## config.mk

```make
export PLATFORM = sky130hd
export DESIGN_NAME = atm_keypad_scanner
export DESIGN_NICKNAME = d
export VERILOG_FILES = /design/src/rtl/atm_keypad_scanner.sv
export SDC_FILE = /design/constraint.sdc
export NUM_CORES = 1
export LEC_CHECK = 0
export ABC_AREA = 0
export CORE_MARGIN = 3
export CORE_UTILIZATION = 32
export CTS_BUF_LIST = sky130_fd_sc_hd__clkbuf_8
export DETAILED_ROUTE_END_ITERATION = 8
export PLACE_DENSITY = 0.49
export REMOVE_ABC_BUFFERS = 1
export SLEW_MARGIN = 30
export SYNTH_ARGS = -nofsm -noshare
export SYNTH_HDL_FRONTEND = slang
export SYNTH_SLANG_ARGS = --single-unit
```

## constraint.sdc

```tcl
create_clock -name clk -period 3.06 [get_ports clk]
set_input_delay 0.612 -clock clk [delete_from_list [all_inputs] [get_ports clk]]
set_output_delay 0.612 -clock clk [all_outputs]
set_load 0.03 [all_outputs]
```

## src/rtl/atm_keypad_scanner.sv

```systemverilog
// 4x4 active-low matrix keypad scanner with debounce. Emits one key code and a
// one-cycle key_valid per debounced press. key_held covers press to debounced release.
module atm_keypad_scanner #(
    parameter int SCAN_HOLD       = 4,
    parameter int DEBOUNCE_CYCLES = 4
) (
    input  logic       clk,
    input  logic       reset,
    input  logic [3:0] row_in,
    output logic [3:0] col_out,
    output logic [3:0] key_code,
    output logic       key_valid,
    output logic       key_held,
    output logic       multi_key
);

    localparam int HW = (SCAN_HOLD > 1) ? $clog2(SCAN_HOLD) : 1;
    localparam int DW = $clog2(DEBOUNCE_CYCLES);
    localparam logic [HW-1:0] HOLD_LAST = HW'(SCAN_HOLD - 1);
    localparam logic [DW-1:0] DEB_LAST  = DW'(DEBOUNCE_CYCLES - 1);

    typedef enum logic [1:0] {SCAN, DEBOUNCE, PRESSED, RELEASE} state_t;

    state_t          state;
    logic [3:0]      sync1, rows_s;
    logic [1:0]      col_idx;
    logic [HW-1:0]   hold_cnt;
    logic [DW-1:0]   deb_cnt;   // press count in DEBOUNCE, release count in RELEASE
    logic [3:0]      row_pat;
    logic [1:0]      row_idx;
    logic            one_low;
    logic [1:0]      low_idx;
    logic            all_high;
    logic [1:0]      col_next;

    function automatic logic [3:0] col_drive(input logic [1:0] c);
        col_drive = ~(4'b0001 << c);
    endfunction

    always_ff @(posedge clk or negedge reset) begin
        if (!reset) begin
            sync1  <= 4'b1111;
            rows_s <= 4'b1111;
        end else begin
            sync1  <= row_in;
            rows_s <= sync1;
        end
    end

    always_comb begin
        one_low = 1'b1;
        low_idx = 2'd0;
        case (rows_s)
            4'b1110: low_idx = 2'd0;
            4'b1101: low_idx = 2'd1;
            4'b1011: low_idx = 2'd2;
            4'b0111: low_idx = 2'd3;
            default: one_low = 1'b0;
        endcase
    end

    assign all_high = &rows_s;
    assign col_next = col_idx + 2'd1;

    always_ff @(posedge clk or negedge reset) begin
        if (!reset) begin
            state     <= SCAN;
            col_idx   <= 2'd0;
            col_out   <= 4'b1110;
            hold_cnt  <= '0;
            deb_cnt   <= '0;
            row_pat   <= 4'b1111;
            row_idx   <= 2'd0;
            key_code  <= 4'd0;
            key_valid <= 1'b0;
            key_held  <= 1'b0;
            multi_key <= 1'b0;
        end else begin
            key_valid <= 1'b0;
            multi_key <= 1'b0;
            case (state)
                SCAN: begin
                    if (hold_cnt == HOLD_LAST) begin
                        hold_cnt <= '0;
                        if (one_low) begin
                            // column stays put so the debounce watches the same key
                            row_pat <= rows_s;
                            row_idx <= low_idx;
                            deb_cnt <= DW'(1);
                            state   <= DEBOUNCE;
                        end else begin
                            col_idx <= col_next;
                            col_out <= col_drive(col_next);
                            if (!all_high) multi_key <= 1'b1;
                        end
                    end else begin
                        hold_cnt <= hold_cnt + HW'(1);
                    end
                end
                DEBOUNCE: begin
                    if (rows_s == row_pat) begin
                        if (deb_cnt == DEB_LAST) begin
                            key_code  <= {row_idx, col_idx};
                            key_valid <= 1'b1;
                            key_held  <= 1'b1;
                            state     <= PRESSED;
                        end else begin
                            deb_cnt <= deb_cnt + DW'(1);
                        end
                    end else begin
                        col_idx  <= col_next;
                        col_out  <= col_drive(col_next);
                        hold_cnt <= '0;
                        state    <= SCAN;
                    end
                end
                PRESSED: begin
                    if (all_high) begin
                        deb_cnt <= DW'(1);
                        state   <= RELEASE;
                    end
                end
                RELEASE: begin
                    if (!all_high) begin
                        state <= PRESSED;
                    end else if (deb_cnt == DEB_LAST) begin
                        key_held <= 1'b0;
                        col_idx  <= col_next;
                        col_out  <= col_drive(col_next);
                        hold_cnt <= '0;
                        state    <= SCAN;
                    end else begin
                        deb_cnt <= deb_cnt + DW'(1);
                    end
                end
                default: state <= SCAN;
            endcase
        end
    end

endmodule

```

Word level (Yosys, flattened, before mapping)
Index checks and enable logic that the tools add are counted.
Word-level totals
  register bits: 33
  output and inout port bits: 11
  logic and storage cells: 94
Operators by class
  $add $sub $neg: 3
  reduce and logical (&&, ||, !) cells: 12
  mux-type cells: 43
  equal/unequal tests: 21
  shifts and indexed selects: 1
  bitwise logic cells: 1
Operator list (number)
  2-to-1 mux 2 bit: 19
  2-to-1 mux 4 bit: 5
  inequality test 2 bit, second input constant: 9
  one-hot mux 2 bit (3 select lines): 3
  one-hot mux 2 bit (4 select lines): 2
  AND reduction 5 bit: 3
  equality test 4 bit, second input constant: 3
  2-to-1 mux 1 bit: 12
  one-hot mux 4 bit (3 select lines): 1
  equality test 2 bit, second input constant: 4
  AND reduction 4 bit: 2
  adder 2 x 1 -> 2 bit, second input constant: 3
  inequality test 3 bit, second input constant: 2
  AND reduction 3 bit: 2
  AND reduction 6 bit: 1
  equality test 4 x 3 -> 1 bit, second input constant: 1
  equality test 4 bit: 1
  NOT 4 bit: 1
  OR reduction 4 bit: 1
  << shifter 1 x 2 -> 4 bit, first input constant: 1
  nonzero test 3 bit: 1
  equality test 2 x 1 -> 1 bit, second input constant: 1
  zero test 2 bit: 1
  one-hot mux 1 bit (2 select lines): 1
  nonzero test 2 bit: 1

Longest topological paths before layout
Gate-level depths: netlist of the first run.
  depth after elaboration: 6
  gate-level depth with buffers: 7

Least setup slack after synthesis of the first run
No wires, ideal clock.
  path kind: flip-flop to flip-flop
  from: register rows_s[2]
  to: register col_idx[1]
  path buffers: 1
  cell stages (with the launch flop): 7
  period minus slack after synthesis: 1.868 ns
  data required time: 2.935 ns
  setup time: 0.125 ns
  slack: 1.192 ns
  arrival: 1.743 ns
  cells stage by stage: dfstp_2 buf_2 nand4_4 o21ai_4 inv_2 o32ai_4 mux2_4
On the way
  word-level cells in the longest chain between the ends: 5
RTL lines
  start: declaration: RTL line 25  | logic [3:0] sync1, rows_s;
  start signal: assignment: RTL line 46  | rows_s <= sync1;
  equality test 4 x 3 -> 1 bit / equality test 4 bit (equally long branches): RTL line 53  | case (rows_s)
  OR reduction 4 bit (no source line)
  2-to-1 mux 1 bit: RTL line 53
  inequality test 2 bit (no source line)
  AND reduction 6 bit (no source line) (*)
  end signal: assignment: RTL line 92  | col_idx <= col_next;
  end signal: assignment: RTL line 111  | col_idx <= col_next;
  end signal: assignment: RTL line 128  | col_idx <= col_next;
  end: declaration: RTL line 26  | logic [1:0] col_idx;
Mark *: on every way between the ends. The rest lies on a longest branch, timed or not.
A chain may end at the register's enable or synchronous reset.

Final worst setup path of the first run
  from: register col_out[1]
  to: output port col_out[1]
RTL lines
  start: declaration: RTL line 10  | output logic [3:0] col_out,
  start signal: assignment: RTL line 93  | col_out <= col_drive(col_next);
  start signal: assignment: RTL line 112  | col_out <= col_drive(col_next);
  start signal: assignment: RTL line 129  | col_out <= col_drive(col_next);
No word-level cell between the ends.

==> impl_results.md, run 1 <==
* Status: finished, final reports clean
* WP data arrival at approximately 1500 ps
* Cell taking the most area after synthesis: dfrtp_1
* Post-DRT Antenna Nets at 0
* Clock tree root driver cell: clkbuf_8
* Maxcap violations at 0
* H-tree Lvls at 2
* CP Class: flop to output port
* I/O pin count at 17
* Seq pwr share at 0.436
* Post-synth ARST share at 1.00
* Tmin final at approximately 2100 ps
* Die height at 78.1 um
* Drt drc at 0
* CTS Hold Bufs at 0
* Initial core utilization at 0.341
* Area of the core at approximately 5000 sq um
* Clock Power Share at 0.232
* Crit Path Max Fanout at 2
* Synth Cell Area at 1660 sq um
* Max Fclk at about 480 MHz
* Pleak at 0.000839 uW
* Sw Ratio at 0.345
* Rel. slew slack at 0.681
* Layout cell share with drive strength beyond 1 at 0.232
* Crit path buffers/inverters at 1
* Drt first pass iters at 4
* Diodes inserted at 0
* Post CTS Setup Buffer Count at 0
* Cts repair resizes at 0
* Worst slew pin tran at roughly 480 ps
* Crit-path leading delay family: buffers and inverters
* Share of the synthesized area in the top cell type at 0.271
* Worst path max stage delay at about 670 ps
* CP Launch Type: flop
* Post-synth top cells: dfrtp_1 (18), dfstp_2 (15), inv_1 (12)
* Number of synthesized flops with an enable pin at 0
* Drt wl/cell at approximately 13 um
* Combinational power share at 0.332
* TritonCTS clock tree: done
* Via-to-Cell Ratio at approximately 4.7
* Hold Violations, Final at 0
* Max VDD drop at around 0.00044 V
* Hold WC Path Type: flop to flop
* Layout Nets at 175
* Syn_area_per_cell at roughly 11 sq um
* IO Port Bufs at 16
* Area occupied by multi-input gates at ~700 sq um
* Net load switching power at 533 uW
* Vias in the first global route at ~1000
* PwrDens at approximately 800 nW/um^2
* Remaining Overflow, GRT at 0
* Row count at 25
* HP Start: sync1[0]$_DFF_PN1_
* Global-route wire length before repair at about 5100 um
* Area contributors post-synth: dfrtp_1 (27%), dfstp_2 (24%), ha_1 (4.5%)
* Overall routing resource usage at 0.108
* Flop-to-flop setup slack at slightly below 1000 ps
* Cell area after layout at between 1500 and 2000 sq um
* Clk buf depth at 2
* Worst hold stages at 0
* Critical-path cell list: clkdlybuf4s50_1
* Yosys Warn Count at 0
* Worst-Skew Late Latency at between 200 and 300 ps
* Starting DRC count in detailed routing at 57
* Routed wire length at 3040 um
* Cell count after synthesis at 148
* FF-to-FF End: col_idx[1]$_DFFE_PN0P_
* Distinct cells, synth at 42
* Fillers at about 500
* Layout Skew at about 8 ps
* Internal power at roughly 1000 uW
* Global placer's final weighted congestion at 0.804
* R2r startpoint: rows_s[2]$_DFF_PN1_
* Primary FF master, synth: dfrtp_1
* Tot Pwr at 1540 uW
* DP HPWL at roughly 2200 um
* CP max-delay cell: clkdlybuf4s50_1
* Initial antenna violation count at 0
* Die area at slightly above 6000 sq um
* Crit end category: output port
* Placed inst area at around 1900 sq um
* WP data required at about 2500 ps
* Seq/Total Area, Yosys at 0.508
* Worst hold endpoint: rows_s[0]$_DFF_PN1_
* Vias at 1082
* Top-count cell post-synth: dfrtp_1
* Register area at about 840 sq um
* R2R depth at 5
* TNS Setup at 0 ps
* Clk pin slew, worst setup/hold paths at about 70 ps
* Fin. max-slew vios at 0
* #FFs+latches synth at 33
* Die Width at 78.1 um
* Cts bufs inserted at 5
* Clock sinks at 33
* Syn-to-layout area delta at 17.9%
* Largest net degree at the start of global routing at 34
* Crit share post-route at 0.686
* RSZ-0062 raised after global routing: no
* # setup viols final at 0
-- how the worst max path moves through the flow --
stage	endpoint	depth (start not counted)	startpoint
finish	col_out[1]	1	col_out[1]$_DFFE_PN1P_
global route	col_idx[1]$_DFFE_PN0P_	5	rows_s[3]$_DFF_PN1_
CTS	col_out[1]	1	col_out[1]$_DFFE_PN1P_
detailed placement	col_idx[1]$_DFFE_PN0P_	5	rows_s[2]$_DFF_PN1_
global placement	col_idx[1]$_DFFE_PN0P_	5	rows_s[2]$_DFF_PN1_
floorplan	col_idx[1]$_DFFE_PN0P_	5	rows_s[3]$_DFF_PN1_
-- cell usage in the layout, fill, tap and decap left out, types with 2 or more instances in the layout --
cell type	count
o2111a_1	2
nor2_1	9
and2_1	2
clkdlybuf4s50_1	16
o21a_1	2
inv_1	12
o31ai_1	2
mux2i_1	4
ha_1	6
nand2_1	10
dfrtp_1	18
a41oi_1	2
nand3_1	2
mux2_2	4
xnor2_1	5
a31oi_1	8
o21ai_0	9
a21oi_1	6
clkbuf_8	7
nor2b_1	2
dfstp_2	15
-- routing by layer --
metal	global-route usage	part of all wire	wire length, um
met1	0.142	0.47	1420
met2	0.158	0.46	1410
met3	0.0287	0.037	112
met4	0.0664	0.031	93
met5	0	0	0
-- flip-flops by register name, summed over array words and instances (netlist names), 2 cells and up --
signal and flops:
col_out 4, state 2, rows_s 4, deb_cnt 2, sync1 4, row_idx 2
hold_cnt 2, col_idx 2, key_code 4, row_pat 4
-- stage by stage --
stage	util	cells	hold slack (ps)	setup slack (ps)
5_1_grt	0.402	231	364	879
6_report	0.402	231	356	962
3_5_place_dp	0.381	223	347	961
2_1_floorplan	-	139	316	1150
3_3_place_gp	0.381	223	345	989
4_1_cts	0.402	231	358	944
-- worst register-to-register path, delay by kind of cell, from the launching register on --
family	cells	cell delay, ps
compound gates	2	660
simple gates	1	160
flops	1	740
mux	1	340
buf+inv	1	70
-- final cells by class --
| class | instances | share of cell area |
|---|---|---|
| multi-input combinational | 93 | 0.364 |
| timing repair buffer | 17 | 0.0856 |
| sequential | 33 | 0.431 |
| clock buffer | 7 | 0.0492 |
| inverter | 13 | 0.0249 |
| clock inverter | 1 | 0.00255 |
| tap | 67 | 0.0428 |
-- cell families (layout without fill, tap and decap cells) --
logic type,after synthesis,count (layout),share of synthesized area
adders and majority gates,7,7,0.0512
AOI/OAI and AO/OA,39,39,0.177
DFF,33,33,0.508
and+or+nand+nor,32,32,0.109
buffers and inverters,22,38,0.0625
xor gates and xnor gates,6,6,0.0316
muxes,9,9,0.0602
-- power by group through the flow --
stage	sequential (uW)	combinational, uW	clock (uW)
2_1_floorplan	710	330	0
3_3_place_gp	675	515	0
3_5_place_dp	679	521	0
4_1_cts	675	520	377
5_1_grt	691	569	395
6_report	674	512	358
No activity file was read; power rests on OpenSTA's default activity.
==> run 2, diff against run 1 <==
--- a/config.mk
+++ b/config.mk
@@ -10,7 +10,7 @@
 export CORE_UTILIZATION = 32
 export CTS_BUF_LIST = sky130_fd_sc_hd__clkbuf_8
 export DETAILED_ROUTE_END_ITERATION = 8
-export PLACE_DENSITY = 0.49
+export PLACE_DENSITY = 0.51
 export REMOVE_ABC_BUFFERS = 1
 export SLEW_MARGIN = 30
 export SYNTH_ARGS = -nofsm -noshare
==> constraint.sdc (replaced) <==
create_clock -name clk -period 1.8 [get_ports clk]
set_input_delay 0.36 -clock clk [delete_from_list [all_inputs] [get_ports clk]]
set_output_delay 0.36 -clock clk [all_outputs]
set_load 0.03 [all_outputs]
==> run 2 against run 1 <==
Combinational power grew 120%. Sequential share of layout area shrank 5.2 points. Critical path depth grew 5. Worst setup slack lost 940 ps. Die area is the same. Critical path type is now flop to flop. Critical endpoint is now key_code[3]$_DFFE_PN0P_. Highest routed layer unchanged.
==> impl_results.md, run 2 (synthesis gave the netlist of run 1 again) <==
* Vias in the first global route at 1198 (+14%)
* Crit-path leading delay family: flip-flops
* Critical-path cell list: xnor2_2 -> nand3_2 -> nor3_4 -> buf_12 -> nand3_4 -> mux2_4
* Post-DRT Antenna Nets at 0 (unchanged)
* Hold WS at 345 ps (-11.0 ps)
* Largest net degree at the start of global routing at 34 (unchanged)
* Diodes inserted at 0 (unchanged)
* Layout Skew at 10.4 ps (+2.39 ps)
* Routed wire length at 3560 um (+17%)
* FF-to-FF End: key_code[3]$_DFFE_PN0P_
* Internal power at 1820 uW (+80%)
* Clk pin slew, worst setup/hold paths at 70 ps (about the same)
* Worst-Skew Late Latency at 290 ps (about the same)
* PwrDens at 1270 nW/um^2 (+61%)
* R2r startpoint: rows_s[3]$_DFF_PN1_
* Hold WC Path Type: flop to flop
* Initial core utilization at 0.341 (unchanged)
* Worst hold stages at 0 (unchanged)
* Worst hold endpoint: rows_s[0]$_DFF_PN1_
* RSZ-0062 raised after global routing: yes
* HP Start: sync1[0]$_DFF_PN1_
* Most frequent cells in the layout: buf_4 (22), dfrtp_1 (18), dfstp_2 (15)
* Seq pwr share at 0.406 (-0.030)
* Net load switching power at 1010 uW (+89%)
* Clk buf depth at 2 (unchanged)
* H-tree Lvls at 2 (unchanged)
* CP max-delay cell: dfstp_2
* Overall routing resource usage at 0.126 (+0.0177)
* Pleak at 0.000989 uW (+18%)
* Cts bufs inserted at 5 (unchanged)
* CP Launch Type: flop
* Drt wl/cell at 13.9 um (+5.7%)
* Crit share post-route at 0.989
* Layout Nets at 200 (+14%)
* WP data arrival at 1950 ps (+460 ps)
* Die height at 78.1 um (unchanged)
* Flop-to-flop setup slack at 20 ps (-950 ps)
* Global-route wire length before repair at 5870 um (+16%)
* I/O pin count at 17 (unchanged)
* WP depth at 6 (+5)
* Global placer's final weighted congestion at 0.794 (-1.3%)
* Layout cell share with drive strength beyond 1 at 0.370 (+0.139)
* Vias at 1211 (+12%)
* Final core utilization at 0.457 (+0.0556)
* Row count at 25 (unchanged)
* Clock sinks at 33 (unchanged)
* Commonest non-fill, non-tap cell in the layout: buf_4
* # setup viols final at 0 (unchanged)
* Rel. slew slack at 0.724 (+0.0424)
* Die area at 6090 sq um (unchanged)
* TNS Setup at 0 ps (unchanged)
* DP HPWL at 2540 um (+18%)
* Crit end category: flop
* Combinational power share at 0.391 (+0.059)
* R2R depth at 6 (+1)
* IO Port Bufs at 16 (unchanged)
* Max VDD drop at 0.000556 V (+26%)
* Syn-to-layout area delta at 34.3%
* Drt first pass iters at 4 (unchanged)
* TritonCTS clock tree: done
* Worst path max stage delay at 640 ps (-30 ps)
* Via-to-Cell Ratio at 4.73 (+0.99%)
* Max Fclk at approximately 560 MHz
* Clock tree root driver cell: clkbuf_8
* Die Width at 78.1 um (unchanged)
* Fin. max-slew vios at 0 (unchanged)
* Crit Path Max Fanout at 6 (+4)
* Maxcap violations at 0 (unchanged)
* Crit path buffers/inverters at 1 (unchanged)
* Worst slew pin tran at 415 ps (-63.6 ps)
* Sw Ratio at 0.357 (+0.0114)
* Clock Power Share at 0.203 (-0.029)
* Area of the core at 4880 sq um (unchanged)
* Initial antenna violation count at 0 (unchanged)
* Starting DRC count in detailed routing at 53 (-7.0%)
* WP data required at 1970 ps (-480 ps)
* Remaining Overflow, GRT at 0 (unchanged)
* Drt drc at 0 (unchanged)
* Hold Violations, Final at 0 (unchanged)
* CP Class: flop to flop
* Status: finished, final reports clean
* Tmin final at roughly 1800 ps
## run 2: layer usage
layer	up-vias	global-route usage	share of wire
met2	19	0.200	0.48
met5	-	0	0
met4	0	0.0682	0.028
met1	587	0.155	0.46
li1	596	-	-
met3	9	0.0333	0.030
## run 2: worst max path at each step
stage	startpoint	end	slack (ps)
floorplan	rows_s[3]$_DFF_PN1_	col_idx[1]$_DFFE_PN0P_	-110
global placement	rows_s[3]$_DFF_PN1_	key_code[3]$_DFFE_PN0P_	20
detailed placement	rows_s[3]$_DFF_PN1_	key_code[2]$_DFFE_PN0P_	-20
CTS	rows_s[3]$_DFF_PN1_	deb_cnt[0]$_DFFE_PN0P_	-2
global route	rows_s[3]$_DFF_PN1_	key_code[3]$_DFFE_PN0P_	-30
finish	rows_s[3]$_DFF_PN1_	key_code[3]$_DFFE_PN0P_	20
## run 2: layout make-up
type / instances / area [sq um]
inverter: 13 / 48.8
clock buffer: 6 / 82.6
tap: 67 / 83.8
clock inverter: 2 / 11.3
multi-input combinational: 93 / 785
fill: 463 / 2650
sequential: 33 / 845
timing repair buffer: 42 / 375
## run 2: per-stage QoR
stage,total power (uW),worst slack [ps],std cells,cell area (sq um)
2_1_floorplan,1770,-106,139,1610
3_3_place_gp,2140,18.0,246,2030
3_5_place_dp,2180,-19.2,246,2030
4_1_cts,2790,-2.04,254,2150
5_1_grt,3020,-31.3,256,2230
6_report,2830,20.3,256,2230
## run 2: power by group through the flow
stage          Sequential (uW)  Combinational (uW)  Clock (uW)
2_1_floorplan             1210                 561           0
3_3_place_gp              1130                1010           0
3_5_place_dp              1140                1030           0
4_1_cts                   1140                1050         599
5_1_grt                   1180                1210         631
6_report                  1150                1110         574
## run 2: timing repair
action | 4_1_cts | 5_1_grt
endpoints found under the hold margin | 0 | 0
hold buffers | 0 | 0
pin swaps | 2 | 9
resized for setup | 7 | 11
setup endpoints to repair | 8 | 13
setup buffers | 0 | 2
==> run 3, diff against run 2 <==
--- a/config.mk
+++ b/config.mk
@@ -7,10 +7,11 @@
 export LEC_CHECK = 0
 export ABC_AREA = 0
 export CORE_MARGIN = 3
-export CORE_UTILIZATION = 32
+export CORE_UTILIZATION = 50
 export CTS_BUF_LIST = sky130_fd_sc_hd__clkbuf_8
 export DETAILED_ROUTE_END_ITERATION = 8
-export PLACE_DENSITY = 0.51
+export GPL_TIMING_DRIVEN = 1
+export PLACE_DENSITY = 0.73
 export REMOVE_ABC_BUFFERS = 1
 export SLEW_MARGIN = 30
 export SYNTH_ARGS = -nofsm -noshare
==> run 3 against run 2 <==
Register-to-register slack hardly changed. Worst setup slack better by 15 ps. Global-route usage is 6.7 points higher. Clock power is 7.3% higher. First-iteration DRC count is 34% higher. Design area is 1.6% lower. Final cell count is 8.6% lower. Total power is 1.1% higher. Clock skew is 6.0 ps lower. Clock-buffer cell count is 1 higher. Critical path type unchanged. Critical endpoint is now deb_cnt[1]$_DFFE_PN0P_. Largest power group unchanged.
==> impl_results.md, run 3 (synthesis gave the netlist of run 1 again) <==
* Worst slew pin tran at 394 ps (-20.7 ps)
* Row count at 20 (-20%)
* Pleak at 0.000982 uW (-0.66%)
* Worst hold stages at 0 (unchanged)
* Remaining Overflow, GRT at 0 (unchanged)
* Area occupied by multi-input gates at 772 sq um (-1.6%)
* Register area at 845 sq um (unchanged)
* Global placer's final weighted congestion at 0.873 (+10%)
* Hold Violations, Final at 0 (unchanged)
* R2R depth at 6 (unchanged)
* Die Width at 63.6 um (-18%)
* Drt wl/cell at 15.6 um (+12%)
* Max VDD drop at 0.000890 V (+60%)
* Max Fclk at 567 MHz (+0.83%)
* Fin cells at 234 (-8.6%)
* IO Port Bufs at 16 (unchanged)
* Largest net degree at the start of global routing at 34 (unchanged)
* Final core utilization at 0.708 (+0.250)
* Commonest non-fill, non-tap cell in the layout: buf_4
* Crit end category: flop
* Fillers at 227 (-51%)
* Most frequent cells in the layout: buf_4 (23), dfrtp_1 (18), dfstp_2 (15)
* Cts bufs inserted at 5 (unchanged)
* Layout Nets at 201 (+0.50%)
* RSZ-0062 raised after global routing: yes
* Clock tree root driver cell: clkbuf_8
* Setup ws final at 34.9 ps (+14.6 ps)
* Diodes inserted at 0 (unchanged)
* Clk pin slew, worst setup/hold paths at 70 ps (about the same)
* Layout cell share with drive strength beyond 1 at 0.374 (+0.00331)
* Post-DRT Antenna Nets at 0 (unchanged)
* DP HPWL at 2410 um (-5.1%)
* Rel. slew slack at 0.737 (+0.0138)
* Routed wire length at 3650 um (+2.7%)
* CP Launch Type: flop
* TritonCTS clock tree: done
* Overall routing resource usage at 0.192 (+0.0668)
* I/O pin count at 17 (unchanged)
* Clock sinks at 33 (unchanged)
* Place WS at 1.98 ps (+21.2 ps)
* Status: finished, final reports clean
* Crit share post-route at 0.981 (-0.00809)
* Drt drc at 0 (unchanged)
* Tot Pwr at 2860 uW (+1.1%)
* Hold WS at 355 ps (+10.2 ps)
* Starting DRC count in detailed routing at 71 (+34%)
* Maxcap violations at 0 (unchanged)
* H-tree Lvls at 2 (unchanged)
* Via-to-Cell Ratio at 5.38 (+14%)
* WP data required at 1980 ps (about the same)
* Global-route wire length before repair at 6000 um (+2.2%)
* Initial antenna violation count at 0 (unchanged)
* Vias at 1260 (+4.0%)
* Clk buf depth at 2 (unchanged)
* Drt first pass iters at 4 (unchanged)
* Crit path launch: rows_s[0]$_DFF_PN1_
* WP data arrival at 1940 ps (about the same)
* CP Class: flop to flop
* Tmin final at 1770 ps (-14.6 ps)
* Worst-Skew Late Latency at 280 ps (about the same)
* # setup viols final at 0 (unchanged)
* Fin. max-slew vios at 0 (unchanged)
* Initial core utilization at 0.535 (+0.195)
* Layout Skew at 4.44 ps (-5.95 ps)
* Area of the core at 3100 sq um (-36%)
* HP Start: sync1[3]$_DFF_PN1_
* Syn-to-layout area delta at 32.2%
* Vias in the first global route at 1277 (+6.6%)
* Die height at 63.6 um (-18%)
* Die area at 4050 sq um (-34%)
* Crit Path Max Fanout at 7 (+1)
* Dpl cells at 221 (-10%)
* Hold WC Path Type: flop to flop
* PwrDens at 1300 nW/um^2 (+2.8%)
* R2r startpoint: rows_s[0]$_DFF_PN1_
==> run 3: metal layers <==
layer	share of wire	track usage	vias to the layer above
met5	0	0	-
met4	0.016	0.0970	0
met3	0.048	0.0481	7
met2	0.50	0.309	35
met1	0.43	0.239	622
li1	-	-	596
==> run 3: where the power goes <==
part           leakage [uW]  switching, uW  total [uW]  internal [uW]
Clock             0.0000542            271         616            346
Combinational      0.000542            592        1110            516
Sequential         0.000386            162        1140            974
Total              0.000982           1030        2860           1840
==> run 3: worst max-delay path: stages, from the launching register on <==
cell,delay [ps]
dfstp_2,640
xor2_2,220
nor3_4,70
buf_6,150
buf_4,140
o2111a_1,230
a211o_1,210
==> run 3: layout make-up <==
cell class / instances / share of cell area
Tap cell: 44 / 0.0251
Multi-Input combinational cell: 93 / 0.352
Inverter: 13 / 0.0222
Sequential cell: 33 / 0.385
Timing Repair Buffer: 43 / 0.170
Clock inverter: 1 / 0.00228
Clock buffer: 7 / 0.0439
==> run 3: metrics by stage <==
step | setup TNS (ps) | cell area (sq um)
final | 0 | 2200
after global routing | -76.6 | 2200
after CTS | 0 | 2110
after detailed placement | 0 | 1990
after global placement | 0 | 1990
after floorplan | -106 | 1610
==> run 3: worst paths after layout <==
| check | to | slack (ps) |
|---|---|---|
| setup / recovery | deb_cnt[1]$_DFFE_PN0P_ | 30 |
| min in group asynchronous | hold_cnt[0]$_DFFE_PN0P_ | 470 |
| setup reg to reg | deb_cnt[1]$_DFFE_PN0P_ | 30 |
| hold reg to reg | rows_s[3]$_DFF_PN1_ | 360 |
| hold / removal | rows_s[3]$_DFF_PN1_ | 360 |
| max in group asynchronous | col_out[1]$_DFFE_PN1P_ | 1000 |
==> run 3: what timing repair did <==
item,in CTS,in global routing
hold endpoints to repair,0,0
gates cloned,0,0
setup buffers,2,3
hold buffers,0,0
pin swaps,1,6
resized for setup,5,11
setup endpoints to repair,13,13
